$ cat src/rtl/game_view_pkg.sv
// Shared constants and encodings for the game view controller and the draw engine.
package game_view_pkg;

    localparam int GV_SCREEN_W  = 160;
    localparam int GV_SCREEN_H  = 120;
    localparam int GV_OBJ_SIZE  = 8;
    localparam int GV_HOOK_SIZE = 4;

    localparam logic [2:0] GV_BG_COLOUR    = 3'b011;
    localparam logic [2:0] GV_GOLD_COLOUR  = 3'b110;
    localparam logic [2:0] GV_STONE_COLOUR = 3'b111;
    localparam logic [2:0] GV_HOOK_COLOUR  = 3'b100;

    typedef enum logic [1:0] {
        DRAW_BG    = 2'd0,
        DRAW_GOLD  = 2'd1,
        DRAW_STONE = 2'd2,
        DRAW_HOOK  = 2'd3
    } draw_type_e;

    typedef enum logic [1:0] {
        ST_IDLE  = 2'd0,
        ST_LATCH = 2'd1,
        ST_PLOT  = 2'd2,
        ST_DONE  = 2'd3
    } draw_state_e;

endpackage

$ cat src/rtl/game_draw_engine_if.sv
// Request/done handshake between view controller and draw engine, plus the frame-buffer write port.
interface game_draw_engine_if;

    logic       enable_draw_background;
    logic       enable_draw_gold;
    logic       enable_draw_stone;
    logic       enable_draw_hook;
    logic [7:0] obj_x;
    logic [6:0] obj_y;
    logic [7:0] hook_x;
    logic [6:0] hook_y;

    logic       draw_background_done;
    logic       draw_gold_done;
    logic       draw_stone_done;
    logic       draw_hook_done;

    logic       plot;
    logic [7:0] vga_x;
    logic [6:0] vga_y;
    logic [2:0] colour;

    // View controller side
    modport master (
        output enable_draw_background, enable_draw_gold, enable_draw_stone, enable_draw_hook,
        output obj_x, obj_y, hook_x, hook_y,
        input  draw_background_done, draw_gold_done, draw_stone_done, draw_hook_done,
        input  plot, vga_x, vga_y, colour
    );

    // Draw engine side
    modport slave (
        input  enable_draw_background, enable_draw_gold, enable_draw_stone, enable_draw_hook,
        input  obj_x, obj_y, hook_x, hook_y,
        output draw_background_done, draw_gold_done, draw_stone_done, draw_hook_done,
        output plot, vga_x, vga_y, colour
    );

endinterface

$ cat src/rtl/game_draw_engine_rect_scanner.sv
// Nested column/row counter walking a width x height rectangle in raster order, one cell per clock.
module rect_scanner (
    input  logic       clk,
    input  logic       reset,
    input  logic       start,
    input  logic [8:0] width,
    input  logic [7:0] height,
    output logic [7:0] col,
    output logic [6:0] row,
    output logic       valid,
    output logic       last
);

    logic       running_q, running_d;
    logic [7:0] col_q, col_d;
    logic [6:0] row_q, row_d;
    logic       col_end;
    logic       row_end;

    always_comb begin
        col_end   = ({1'b0, col_q} == (width - 9'd1));
        row_end   = ({1'b0, row_q} == (height - 8'd1));
        running_d = running_q;
        col_d     = col_q;
        row_d     = row_q;
        if (start) begin
            running_d = 1'b1;
            col_d     = '0;
            row_d     = '0;
        end else if (running_q) begin
            if (col_end) begin
                col_d = '0;
                if (row_end) begin
                    running_d = 1'b0;
                end else begin
                    row_d = row_q + 7'd1;
                end
            end else begin
                col_d = col_q + 8'd1;
            end
        end
    end

    always_ff @(posedge clk or posedge reset) begin
        if (reset) begin
            running_q <= 1'b0;
            col_q     <= '0;
            row_q     <= '0;
        end else begin
            running_q <= running_d;
            col_q     <= col_d;
            row_q     <= row_d;
        end
    end

    assign col   = col_q;
    assign row   = row_q;
    assign valid = running_q;
    assign last  = running_q & col_end & row_end;

endmodule

$ cat src/rtl/game_draw_engine.sv
// Draw engine: takes one level draw request at a time, rasterises the matching solid rectangle
// into the frame-buffer write port and pulses the matching done output once.
module game_draw_engine
    import game_view_pkg::*;
#(
    parameter int         SCREEN_W     = GV_SCREEN_W,
    parameter int         SCREEN_H     = GV_SCREEN_H,
    parameter int         OBJ_SIZE     = GV_OBJ_SIZE,
    parameter int         HOOK_SIZE    = GV_HOOK_SIZE,
    parameter logic [2:0] BG_COLOUR    = GV_BG_COLOUR,
    parameter logic [2:0] GOLD_COLOUR  = GV_GOLD_COLOUR,
    parameter logic [2:0] STONE_COLOUR = GV_STONE_COLOUR,
    parameter logic [2:0] HOOK_COLOUR  = GV_HOOK_COLOUR
) (
    input  logic              clk,
    input  logic              reset,
    game_draw_engine_if.slave bus
);

    localparam logic [8:0] SCR_W9  = 9'(SCREEN_W);
    localparam logic [7:0] SCR_H8  = 8'(SCREEN_H);
    localparam logic [8:0] OBJ_W9  = 9'(OBJ_SIZE);
    localparam logic [7:0] OBJ_H8  = 8'(OBJ_SIZE);
    localparam logic [8:0] HOOK_W9 = 9'(HOOK_SIZE);
    localparam logic [7:0] HOOK_H8 = 8'(HOOK_SIZE);

    draw_state_e state_q, state_d;
    draw_type_e  type_q, type_d;
    logic [7:0]  org_x_q, org_x_d;
    logic [6:0]  org_y_q, org_y_d;
    logic [8:0]  size_w_q, size_w_d;
    logic [7:0]  size_h_q, size_h_d;
    logic [2:0]  fill_q, fill_d;

    logic        pix_last_q, pix_last_d;
    logic        plot_q, plot_d;
    logic [7:0]  vga_x_q, vga_x_d;
    logic [6:0]  vga_y_q, vga_y_d;
    logic [2:0]  colour_q, colour_d;
    logic [3:0]  done_q, done_d;

    logic        req_any;
    draw_type_e  req_type;
    logic [7:0]  sel_x;
    logic [6:0]  sel_y;
    logic [8:0]  sel_w;
    logic [7:0]  sel_h;
    logic [2:0]  sel_fill;

    logic        scan_start;
    logic [7:0]  scan_col;
    logic [6:0]  scan_row;
    logic        scan_valid;
    logic        scan_last;
    logic [8:0]  x_sum;
    logic [7:0]  y_sum;

    rect_scanner u_scanner (
        .clk    (clk),
        .reset  (reset),
        .start  (scan_start),
        .width  (size_w_q),
        .height (size_h_q),
        .col    (scan_col),
        .row    (scan_row),
        .valid  (scan_valid),
        .last   (scan_last)
    );

    // Fixed priority between simultaneous requests: background > gold > stone > hook
    always_comb begin
        req_any = bus.enable_draw_background | bus.enable_draw_gold |
                  bus.enable_draw_stone | bus.enable_draw_hook;
        if (bus.enable_draw_background) begin
            req_type = DRAW_BG;
        end else if (bus.enable_draw_gold) begin
            req_type = DRAW_GOLD;
        end else if (bus.enable_draw_stone) begin
            req_type = DRAW_STONE;
        end else begin
            req_type = DRAW_HOOK;
        end

        sel_x    = bus.hook_x;
        sel_y    = bus.hook_y;
        sel_w    = HOOK_W9;
        sel_h    = HOOK_H8;
        sel_fill = HOOK_COLOUR;
        case (req_type)
            DRAW_BG: begin
                sel_x    = '0;
                sel_y    = '0;
                sel_w    = SCR_W9;
                sel_h    = SCR_H8;
                sel_fill = BG_COLOUR;
            end
            DRAW_GOLD: begin
                sel_x    = bus.obj_x;
                sel_y    = bus.obj_y;
                sel_w    = OBJ_W9;
                sel_h    = OBJ_H8;
                sel_fill = GOLD_COLOUR;
            end
            DRAW_STONE: begin
                sel_x    = bus.obj_x;
                sel_y    = bus.obj_y;
                sel_w    = OBJ_W9;
                sel_h    = OBJ_H8;
                sel_fill = STONE_COLOUR;
            end
            default: ;
        endcase
    end

    // Request operands are captured on the IDLE->LATCH edge so the scanner can already step
    // through LATCH; the registered pixel outputs then line up with the PLOT state exactly.
    always_comb begin
        state_d    = state_q;
        type_d     = type_q;
        org_x_d    = org_x_q;
        org_y_d    = org_y_q;
        size_w_d   = size_w_q;
        size_h_d   = size_h_q;
        fill_d     = fill_q;
        scan_start = 1'b0;
        done_d     = 4'b0000;
        case (state_q)
            ST_IDLE: begin
                if (req_any) begin
                    state_d    = ST_LATCH;
                    scan_start = 1'b1;
                    type_d     = req_type;
                    org_x_d    = sel_x;
                    org_y_d    = sel_y;
                    size_w_d   = sel_w;
                    size_h_d   = sel_h;
                    fill_d     = sel_fill;
                end
            end
            ST_LATCH: begin
                state_d = ST_PLOT;
            end
            ST_PLOT: begin
                if (pix_last_q) begin
                    state_d = ST_DONE;
                    done_d  = 4'b0001 << type_q;
                end
            end
            default: begin
                state_d = ST_IDLE;
            end
        endcase
    end

    // Pixel stage: sums are one bit wider than the screen coordinates so clipping never wraps
    always_comb begin
        x_sum      = {1'b0, org_x_q} + {1'b0, scan_col};
        y_sum      = {1'b0, org_y_q} + {1'b0, scan_row};
        pix_last_d = scan_last;
        plot_d     = scan_valid && (x_sum < SCR_W9) && (y_sum < SCR_H8);
        vga_x_d    = vga_x_q;
        vga_y_d    = vga_y_q;
        colour_d   = colour_q;
        if (scan_valid) begin
            vga_x_d  = x_sum[7:0];
            vga_y_d  = y_sum[6:0];
            colour_d = fill_q;
        end
    end

    always_ff @(posedge clk or posedge reset) begin
        if (reset) begin
            state_q    <= ST_IDLE;
            type_q     <= DRAW_BG;
            org_x_q    <= '0;
            org_y_q    <= '0;
            size_w_q   <= '0;
            size_h_q   <= '0;
            fill_q     <= '0;
            pix_last_q <= 1'b0;
            plot_q     <= 1'b0;
            vga_x_q    <= '0;
            vga_y_q    <= '0;
            colour_q   <= '0;
            done_q     <= '0;
        end else begin
            state_q    <= state_d;
            type_q     <= type_d;
            org_x_q    <= org_x_d;
            org_y_q    <= org_y_d;
            size_w_q   <= size_w_d;
            size_h_q   <= size_h_d;
            fill_q     <= fill_d;
            pix_last_q <= pix_last_d;
            plot_q     <= plot_d;
            vga_x_q    <= vga_x_d;
            vga_y_q    <= vga_y_d;
            colour_q   <= colour_d;
            done_q     <= done_d;
        end
    end

    assign bus.plot                 = plot_q;
    assign bus.vga_x                = vga_x_q;
    assign bus.vga_y                = vga_y_q;
    assign bus.colour               = colour_q;
    assign bus.draw_background_done = done_q[DRAW_BG];
    assign bus.draw_gold_done       = done_q[DRAW_GOLD];
    assign bus.draw_stone_done      = done_q[DRAW_STONE];
    assign bus.draw_hook_done       = done_q[DRAW_HOOK];

endmodule

$ cat src/flat_wrapper.sv
// flat-port wrapper written by rule: the top's interface ports become plain ports
module game_draw_engine_flat import game_view_pkg::*;
#(
    parameter int         SCREEN_W     = GV_SCREEN_W,
    parameter int         SCREEN_H     = GV_SCREEN_H,
    parameter int         OBJ_SIZE     = GV_OBJ_SIZE,
    parameter int         HOOK_SIZE    = GV_HOOK_SIZE,
    parameter logic [2:0] BG_COLOUR    = GV_BG_COLOUR,
    parameter logic [2:0] GOLD_COLOUR  = GV_GOLD_COLOUR,
    parameter logic [2:0] STONE_COLOUR = GV_STONE_COLOUR,
    parameter logic [2:0] HOOK_COLOUR  = GV_HOOK_COLOUR
)
  (clk, reset, bus_enable_draw_background, bus_enable_draw_gold, bus_enable_draw_stone, bus_enable_draw_hook, bus_obj_x, bus_obj_y, bus_hook_x, bus_hook_y, bus_draw_background_done, bus_draw_gold_done, bus_draw_stone_done, bus_draw_hook_done, bus_plot, bus_vga_x, bus_vga_y, bus_colour);
  game_draw_engine_if bus_i ();
  input  logic clk;
  input  logic reset;
  input wire logic [$bits(bus_i.enable_draw_background)-1:0] bus_enable_draw_background;
  input wire logic [$bits(bus_i.enable_draw_gold)-1:0] bus_enable_draw_gold;
  input wire logic [$bits(bus_i.enable_draw_stone)-1:0] bus_enable_draw_stone;
  input wire logic [$bits(bus_i.enable_draw_hook)-1:0] bus_enable_draw_hook;
  input wire logic [$bits(bus_i.obj_x)-1:0] bus_obj_x;
  input wire logic [$bits(bus_i.obj_y)-1:0] bus_obj_y;
  input wire logic [$bits(bus_i.hook_x)-1:0] bus_hook_x;
  input wire logic [$bits(bus_i.hook_y)-1:0] bus_hook_y;
  output wire logic [$bits(bus_i.draw_background_done)-1:0] bus_draw_background_done;
  output wire logic [$bits(bus_i.draw_gold_done)-1:0] bus_draw_gold_done;
  output wire logic [$bits(bus_i.draw_stone_done)-1:0] bus_draw_stone_done;
  output wire logic [$bits(bus_i.draw_hook_done)-1:0] bus_draw_hook_done;
  output wire logic [$bits(bus_i.plot)-1:0] bus_plot;
  output wire logic [$bits(bus_i.vga_x)-1:0] bus_vga_x;
  output wire logic [$bits(bus_i.vga_y)-1:0] bus_vga_y;
  output wire logic [$bits(bus_i.colour)-1:0] bus_colour;
  assign bus_i.enable_draw_background = bus_enable_draw_background;
  assign bus_i.enable_draw_gold = bus_enable_draw_gold;
  assign bus_i.enable_draw_stone = bus_enable_draw_stone;
  assign bus_i.enable_draw_hook = bus_enable_draw_hook;
  assign bus_i.obj_x = bus_obj_x;
  assign bus_i.obj_y = bus_obj_y;
  assign bus_i.hook_x = bus_hook_x;
  assign bus_i.hook_y = bus_hook_y;
  assign bus_draw_background_done = bus_i.draw_background_done;
  assign bus_draw_gold_done = bus_i.draw_gold_done;
  assign bus_draw_stone_done = bus_i.draw_stone_done;
  assign bus_draw_hook_done = bus_i.draw_hook_done;
  assign bus_plot = bus_i.plot;
  assign bus_vga_x = bus_i.vga_x;
  assign bus_vga_y = bus_i.vga_y;
  assign bus_colour = bus_i.colour;
  game_draw_engine #(.SCREEN_W(SCREEN_W), .SCREEN_H(SCREEN_H), .OBJ_SIZE(OBJ_SIZE), .HOOK_SIZE(HOOK_SIZE), .BG_COLOUR(BG_COLOUR), .GOLD_COLOUR(GOLD_COLOUR), .STONE_COLOUR(STONE_COLOUR), .HOOK_COLOUR(HOOK_COLOUR)) u_core (.clk(clk), .reset(reset), .bus(bus_i));
endmodule
$ cat config.mk
export PLATFORM = sky130hd
export DESIGN_NAME = game_draw_engine_flat
export DESIGN_NICKNAME = d
export VERILOG_FILES = /design/src/rtl/game_view_pkg.sv /design/src/rtl/game_draw_engine_if.sv /design/src/rtl/game_draw_engine_rect_scanner.sv /design/src/rtl/game_draw_engine.sv /design/src/flat_wrapper.sv
export SDC_FILE = /design/constraint.sdc
export NUM_CORES = 1
export LEC_CHECK = 0
export BUFFER_PORTS_ARGS = -buffer_cell sky130_fd_sc_hd__buf_2
export CAP_MARGIN = 5
export CORE_MARGIN = 2
export CORE_UTILIZATION = 40
export CTS_BUF_LIST = sky130_fd_sc_hd__clkbuf_8
export DETAILED_ROUTE_END_ITERATION = 10
export PLACE_DENSITY = 0.69
export RECOVER_POWER = 100
export SYNTH_ARGS = -nofsm -noshare
export SYNTH_HDL_FRONTEND = slang
export SYNTH_SLANG_ARGS = --single-unit
$ cat constraint.sdc
create_clock -name clk -period 2.7 [get_ports clk]
set_clock_uncertainty 0.2 [all_clocks]
set_input_delay 0.135 -clock clk [delete_from_list [all_inputs] [get_ports clk]]
set_output_delay 0.135 -clock clk [all_outputs]
set_load 0.01 [all_outputs]
# ---- Word-level counts from Yosys, hierarchy flattened
# Cells that the tools add are included.
dict set report totals {
  in_bits 36
  word_cells 75
  regBits 79
  out_inout_bits 23
}
dict set report classes {
  magnitude_cmp 2
  addsub 6
  n_eq_ne 9
  n_bitwise 5
  n_shift 1
  mux 26
  n_reduce_logical 10
}
# op n
set op_table {}
lappend op_table {{case mux 8 bit (2 select lines)} 2}
lappend op_table {{2-to-1 mux 7 bit} 4}
lappend op_table {{case mux 7 bit (2 select lines)} 2}
lappend op_table {{2-to-1 mux 8 bit} 3}
lappend op_table {{adder 8 x 8 -> 9 bit} 1}
lappend op_table {{== test 8 x 9 -> 1 bit} 1}
lappend op_table {{< comparator 9 x 8 -> 1 bit, second input constant} 1}
lappend op_table {{case mux 3 bit (3 select lines)} 1}
lappend op_table {{subtractor 9 x 1 -> 9 bit, second input constant} 1}
lappend op_table {{adder 7 x 7 -> 8 bit} 1}
lappend op_table {{adder 8 x 1 -> 8 bit, second input constant} 1}
lappend op_table {{== test 7 x 8 -> 1 bit} 1}
lappend op_table {{< comparator 8 x 7 -> 1 bit, second input constant} 1}
lappend op_table {{2-to-1 mux 2 bit} 4}
lappend op_table {{2-to-1 mux 4 bit} 2}
lappend op_table {{subtractor 8 x 1 -> 8 bit, second input constant} 1}
lappend op_table {{adder 7 x 1 -> 7 bit, second input constant} 1}
lappend op_table {{2-to-1 mux 1 bit} 7}
lappend op_table {{!= test 2 x 1 -> 1 bit, second input constant} 3}
lappend op_table {{case mux 2 bit (3 select lines)} 1}
lappend op_table {{== test 2 x 1 -> 1 bit, second input constant} 2}
lappend op_table {{== test 2 bit, second input constant} 2}
lappend op_table {{logical NOT 2 bit} 2}
lappend op_table {{AND reduction 2 bit} 2}
lappend op_table {{other kinds (7)} 12}

# ---- Logic depth before layout (Yosys ltp)
dict set report depth {
  word_depth 7
  depth_mapped 11
  mapped_depth_nobuf 10
}

# ---- Hierarchy
# Synthesis repeated with hierarchy kept, for this count alone.
dict set report unflattened {
  hier_cells 431
  area_unflattened_um2 4028.9
}
# module seq_area_each_um2 cells_each n_inst area_each_um2
set modules_own_cells {}
lappend modules_own_cells {game_draw_engine 1226.2 264 1 2686.3}
lappend modules_own_cells {rect_scanner 400.4 167 1 1342.5}

# ---- Least setup slack after synthesis
# Ideal clock, no wire load.
dict set report synth_path {
  kind {reg2reg}
  start {reg u_core.u_scanner.col_q[0], in the netlist u_core.u_scanner.col[0]}
  end {reg u_core.plot_q, in the netlist u_core.bus.plot}
  path_buffers 0
  setup_time_ns 0.068
  t_required_ns 2.432
  period_less_slack_ns 2.452
  path_stages_with_launch 8
  t_arrival_ns 2.184
  setup_slack_ns 0.248
  path_cell_list {dfrtp_1 -> ha_1 -> fa_1 -> a21o_1 -> a221oi_1 -> o21bai_1 -> a2111oi_0 -> and4_1}
}
dict set report synth_between {
  elab_chain_cells 4
}
# element line
set synth_lines {}
lappend synth_lines {{from (decl)} game_draw_engine_rect_scanner.sv:15} ;# logic [7:0] col_q, col_d;
lappend synth_lines {{from (signal assigned)} game_draw_engine_rect_scanner.sv:51} ;# col_q <= col_d;
lappend synth_lines {{adder 8 x 8 -> 9 bit} game_draw_engine.sv:157} ;# x_sum = {1'b0, org_x_q} + {1'b0, scan_col};
lappend synth_lines {{< comparator 9 x 8 -> 1 bit} game_draw_engine.sv:160} ;# plot_d = scan_valid && (x_sum < SCR_W9) && (y_sum < SCR_H8);
lappend synth_lines {{logical AND 1 bit (2 in a row)} game_draw_engine.sv:160}
lappend synth_lines {{net u_core.plot_d} game_draw_engine.sv:36} ;# logic plot_q, plot_d;
lappend synth_lines {{to (signal assigned)} game_draw_engine.sv:195} ;# plot_q <= plot_d;
lappend synth_lines {{to (decl)} game_draw_engine.sv:36}
# The timed path passes the listed nets, and every way through them passes these cells.
# A chain may end at the register's enable or synchronous reset.

# ---- Final worst setup path
dict set report layout_path {
  start {in bus_enable_draw_background}
  end {reg u_core.org_y_q[3]}
}
dict set report layout_between {
  elab_chain_cells 4
  elab_cells_between_ends 10
  cone_classes {eq/ne (2); mux (2); bitwise (3); reduce/logical (3)}
}
# element line
set layout_lines {}
lappend layout_lines {{from (decl)} flat_wrapper.sv:17} ;# input wire logic [$bits(bus_i.enable_draw_background)-1:0] bus_enable_draw_background;
lappend layout_lines {{2-to-1 mux 2 bit / OR 1 bit (equally long branches)} {game_draw_engine.sv:74, game_draw_engine.sv:72}}
lappend layout_lines {{== test 2 x 1 -> 1 bit, or another cell as far along} game_draw_engine.sv:89} ;# case (req_type)
lappend layout_lines {{OR reduction 2 bit (no line) / OR 1 bit (equally long branches)} n/a}
lappend layout_lines {{case mux 7 bit (2 select lines) / AND reduction 2 bit (equally long branches)} n/a}
lappend layout_lines {{to (signal assigned)} game_draw_engine.sv:190} ;# org_y_q <= org_y_d;
lappend layout_lines {{to (decl)} game_draw_engine.sv:30} ;# logic [6:0] org_y_q, org_y_d;
# Several ways; a longest one is shown, not always the timed one.

==> flow_summary_export.csv <==
group,metric,value,unit
power,clkPwrFrac,25.5,%
worst_setup_path,slowest_delay,0.58,ns
cells_and_area,fin_nets,551,
timing,finalCriticalPeriod,2.54,ns
worst_setup_path,path_common_cell,"dlygate4sd3_1",
clock_tree,clk_pin_slew,0.07,ns
worst_setup_path,slowest_stage,"dlygate4sd3_1",
floorplanning,die_area,10100,sq um
worst_setup_path,reg2reg_from,"u_core.size_w_q[2]$_DFFE_PP0P_",
floorplanning,num_io_pins,59,
worst_setup_path,r2r_slack,0.17,ns
drt,wl,8350,microns
global_route,grtUsageTotal,18.1,%
drt,drc_errors,0,
power,p_sw_share,35.7,%
hold_path,hold_class,"input port to flip-flop",
timing,fin_ws,0.156,ns
power,powerDensity,913,nW/um^2
floorplanning,die-height,100,microns
drt,drtIter0Drc,226,
power,p_int,2.77,mW
worst_setup_path,cp-startpoint,"bus_enable_draw_background",
logic_synthesis,synthCells,390,
logic_synthesis,synth_edf_count,0,
cells_and_area,area.growth.synth_to_final,27.4,%
power,power,4.32,mW
logic_synthesis,synth-seq-cells,65,
floorplanning,start_util,40.8,%
power,p_seq_share,35.5,%
clock_tree,cts_tree,"done",
global_route,grt_antenna_before_repair,0,
clock_tree,cts-root-buf,"clkbuf_8",
logic_synthesis,syn_avg_cell_area,9.52,sq um
logic_synthesis,synth_cell_type_count,50,
drt,vias,3131,
worst_setup_path,r2r-end,"u_core.u_scanner.col[3]$_DFFE_PP0P_",
clock_tree,numCtsBuffers,9,
worst_setup_path,cp.arrival,2.57,ns
worst_setup_path,cp_max_fo,12,
timing,tightestPinTransition,1.58,ns
global_route,met1_usage,23.4,%
drt,drtAntennaViolNets,0,
timing,hold_ws,0.00554,ns
global_route,grt_max_degree,66,
power,p_switching,1.54,mW
status,status,"finished with violations",
drt,first_pass_iters,4,
timing,setup_tns,0,ns
clock_tree,cts_sinks,65,
clock_tree,h-tree-depth,3,
placed_design,dp_cells,554,
worst_setup_path,start_kind,"input port",
clock_tree,clock_path_buffers,2,
cells_and_area,fin_cells,603,
logic_synthesis,synth_top_area_share,43.8,%
logic_synthesis,yosysWarnings,0,
worst_setup_path,crit_required,2.72,ns
worst_setup_path,reg2reg_depth,10,
timing,max_freq,393,MHz
logic_synthesis,synthTopCellsByArea,"dfrtp_1 (44%), ha_1 (8.8%), nor2_1 (4.3%)",
global_route,met2_usage,29.2,%
placed_design,hpwl,5850,microns
status,violations,"max-capacitance violations, max-slew violations",
timing,max_slew_margin,-5.60,%
cells_and_area,design_area,4730,sq um
logic_synthesis,synth_nets,454,
placed_design,portBuffers,58,
floorplanning,dieWidth,100,microns
global_route,grt_pass1_wl,14400,microns
placed_design,placed_cell_area,4160,sq um
global_route,gr-total-overflow,0,
placed_design,post-place-ws,0.0928,ns
logic_synthesis,synth-main-ff-cell,"dfrtp_1",
flow_run,cap_violations,1,
global_route,top_usage_layer,"met2",
timing,slew_violations,66,
logic_synthesis,synth-async-reset-ratio,100,%
power,pwr-share-comb,39.0,%
clock_tree,clk_latency,0.34,ns
worst_setup_path,path_class,"input port to flip-flop",
power,ir_drop,0.000692,V
timing,min_period_over_period,94.2,%
timing,setup_viol,0,
cells_and_area,drive_gt1_share,16.7,%
cells_and_area,fin_util,51.9,%
worst_setup_path,worstSetupEndpoint,"u_core.org_y_q[3]$_DFFE_PP0P_",
floorplanning,fp.coreArea,9110,sq um
logic_synthesis,yosys.area.top_type,"dfrtp_1",
global_route,met3_usage,4.04,%
global_route,grt_pass1_vias,3112,
timing,rsz0062_at_grt,"false",
worst_setup_path,critical_path.cell_chain,"dlygate4sd3_1 -> clkbuf_1 -> or2_2 -> ha_1 -> buf_4 -> nand2_1 -> nor2_1 -> a21oi_1 -> dlygate4sd3_1 -> o21ai_0",
drt,viasPerCell,5.19,
timing,hold_viol,0,
placed_design,gp_congestion,0.860,
power,p_leak,2.23,nW
floorplanning,rows,35,
logic_synthesis,syn_area,3710,sq um
drt,wire_per_inst,13.8,microns
worst_setup_path,endpoint_kind,"flip-flop",
cells_and_area,num_antenna_cells,0,
logic_synthesis,seq_area_frac_synth,43.8,%
==> cell type report <==
cell class              count  area, sq um
fillers                   868         4380
repair buffers            103          672
inverters                  18         67.6
flip-flops and latches     65         1630
multi-input cells         290         1960
clock inverters             7          143
well taps                 111          139
clock buffers               9          124
==> critical path, delay by kind of cell <==
| kind | cells | cell delay, ns |
|---|---|---|
| AOI/OAI and AO/OA | 2 | 0.21 |
| adders and majority gates | 1 | 0.31 |
| buffers and inverters | 4 | 1.42 |
| and+or+nand+nor | 3 | 0.48 |
==> cell usage in the layout, fill, tap and decap left out, drive strengths merged, types with 14 or more instances in the layout <==
cell type	n
dlygate4sd3	33
dfrtp	65
clkbuf	37
a21oi	32
nor2	43
inv	18
buf	42
ha	26
o21ai	31
xnor2	14
nand2	39
==> routing by layer <==
| metal | vias up | part of all wire (%) |
|---|---|---|
| met5 | - | 0 |
| met4 | 0 | 1.3 |
| met3 | 10 | 5.5 |
| met2 | 82 | 49 |
| met1 | 1484 | 45 |
| li1 | 1555 | - |
==> sequential cells by signal, indices dropped and copies added (netlist names) <==
name	cells
u_core.bus.vga_y	7
u_core.u_scanner.row	7
u_core.org_x_q	8
u_core.u_scanner.col	8
u_core.fill_q	3
u_core.bus.colour	3
u_core.bus.vga_x	8
u_core.state_q	2
u_core.type_q	2
u_core.pix_last_q	1
u_core.org_y_q	7
u_core.size_w_q	3
u_core.bus.plot	1
u_core.done_q	4
u_core.u_scanner.valid	1
==> how the worst min path moves through the flow <==
| stage | from | end | slack [ns] | cells after the start |
|---|---|---|---|---|
| 6_report | bus_obj_y[0] | u_core.org_y_q[0]$_DFFE_PP0P_ | 0.006 | 5 |
| 5_1_grt | bus_obj_y[0] | u_core.org_y_q[0]$_DFFE_PP0P_ | 0.04 | 5 |
| 4_1_cts | bus_obj_y[0] | u_core.org_y_q[0]$_DFFE_PP0P_ | 0.009 | 5 |
| 3_5_place_dp | bus_obj_x[3] | u_core.org_x_q[3]$_DFFE_PP0P_ | 0.20 | 3 |
| 3_3_place_gp | bus_obj_x[3] | u_core.org_x_q[3]$_DFFE_PP0P_ | 0.21 | 3 |
| 2_1_floorplan | bus_obj_x[0] | u_core.org_x_q[0]$_DFFE_PP0P_ | 0.10 | 2 |
==> power groups by stage <==
stage	registers, mW	clock network [mW]	logic (mW)
after floorplan	1.54	0	1.12
after global placement	1.54	0	1.54
after detailed placement	1.55	0	1.61
after CTS	1.53	1.12	1.71
after global routing	1.58	1.17	1.92
final	1.53	1.10	1.68
==> cells by family after synthesis <==
family	share of synthesized area, %
buffers and inverters	3.77
and+or+nand+nor	16.9
DFF	43.8
muxes	4.75
AOI/OAI and AO/OA	15.3
xor gates and xnor gates	5.66
adders and majority gates	9.84
==> synthesized netlist by cell type (all sizes together) (2+ instances only) <==
| cell type | number |
|---|---|
| mux2i | 3 |
| nor2 | 43 |
| nor2b | 4 |
| o21ai | 31 |
| nor3 | 7 |
| xor2 | 10 |
| a21o | 6 |
| buf | 3 |
| mux2 | 13 |
| fa | 2 |
| o21a | 2 |
| or3b | 3 |
| nand4 | 4 |
| nand2b | 3 |
| a211oi | 4 |
| a221oi | 5 |
| clkbuf | 14 |
| dfrtp | 65 |
| ha | 26 |
| a21oi | 32 |
| nand3 | 7 |
| inv | 18 |
| nand3b | 2 |
| o21bai | 4 |
| and3 | 8 |
| xnor2 | 14 |
| nand2 | 39 |
| or3 | 3 |
==> timing repair <==
item,CTS,global route
hold endpoints to repair,82,0
setup buffers,0,0
hold buffers,33,0
resized for setup,0,5
setup endpoints to repair,0,3
Note: power is estimated with default switching activity, not from simulation.
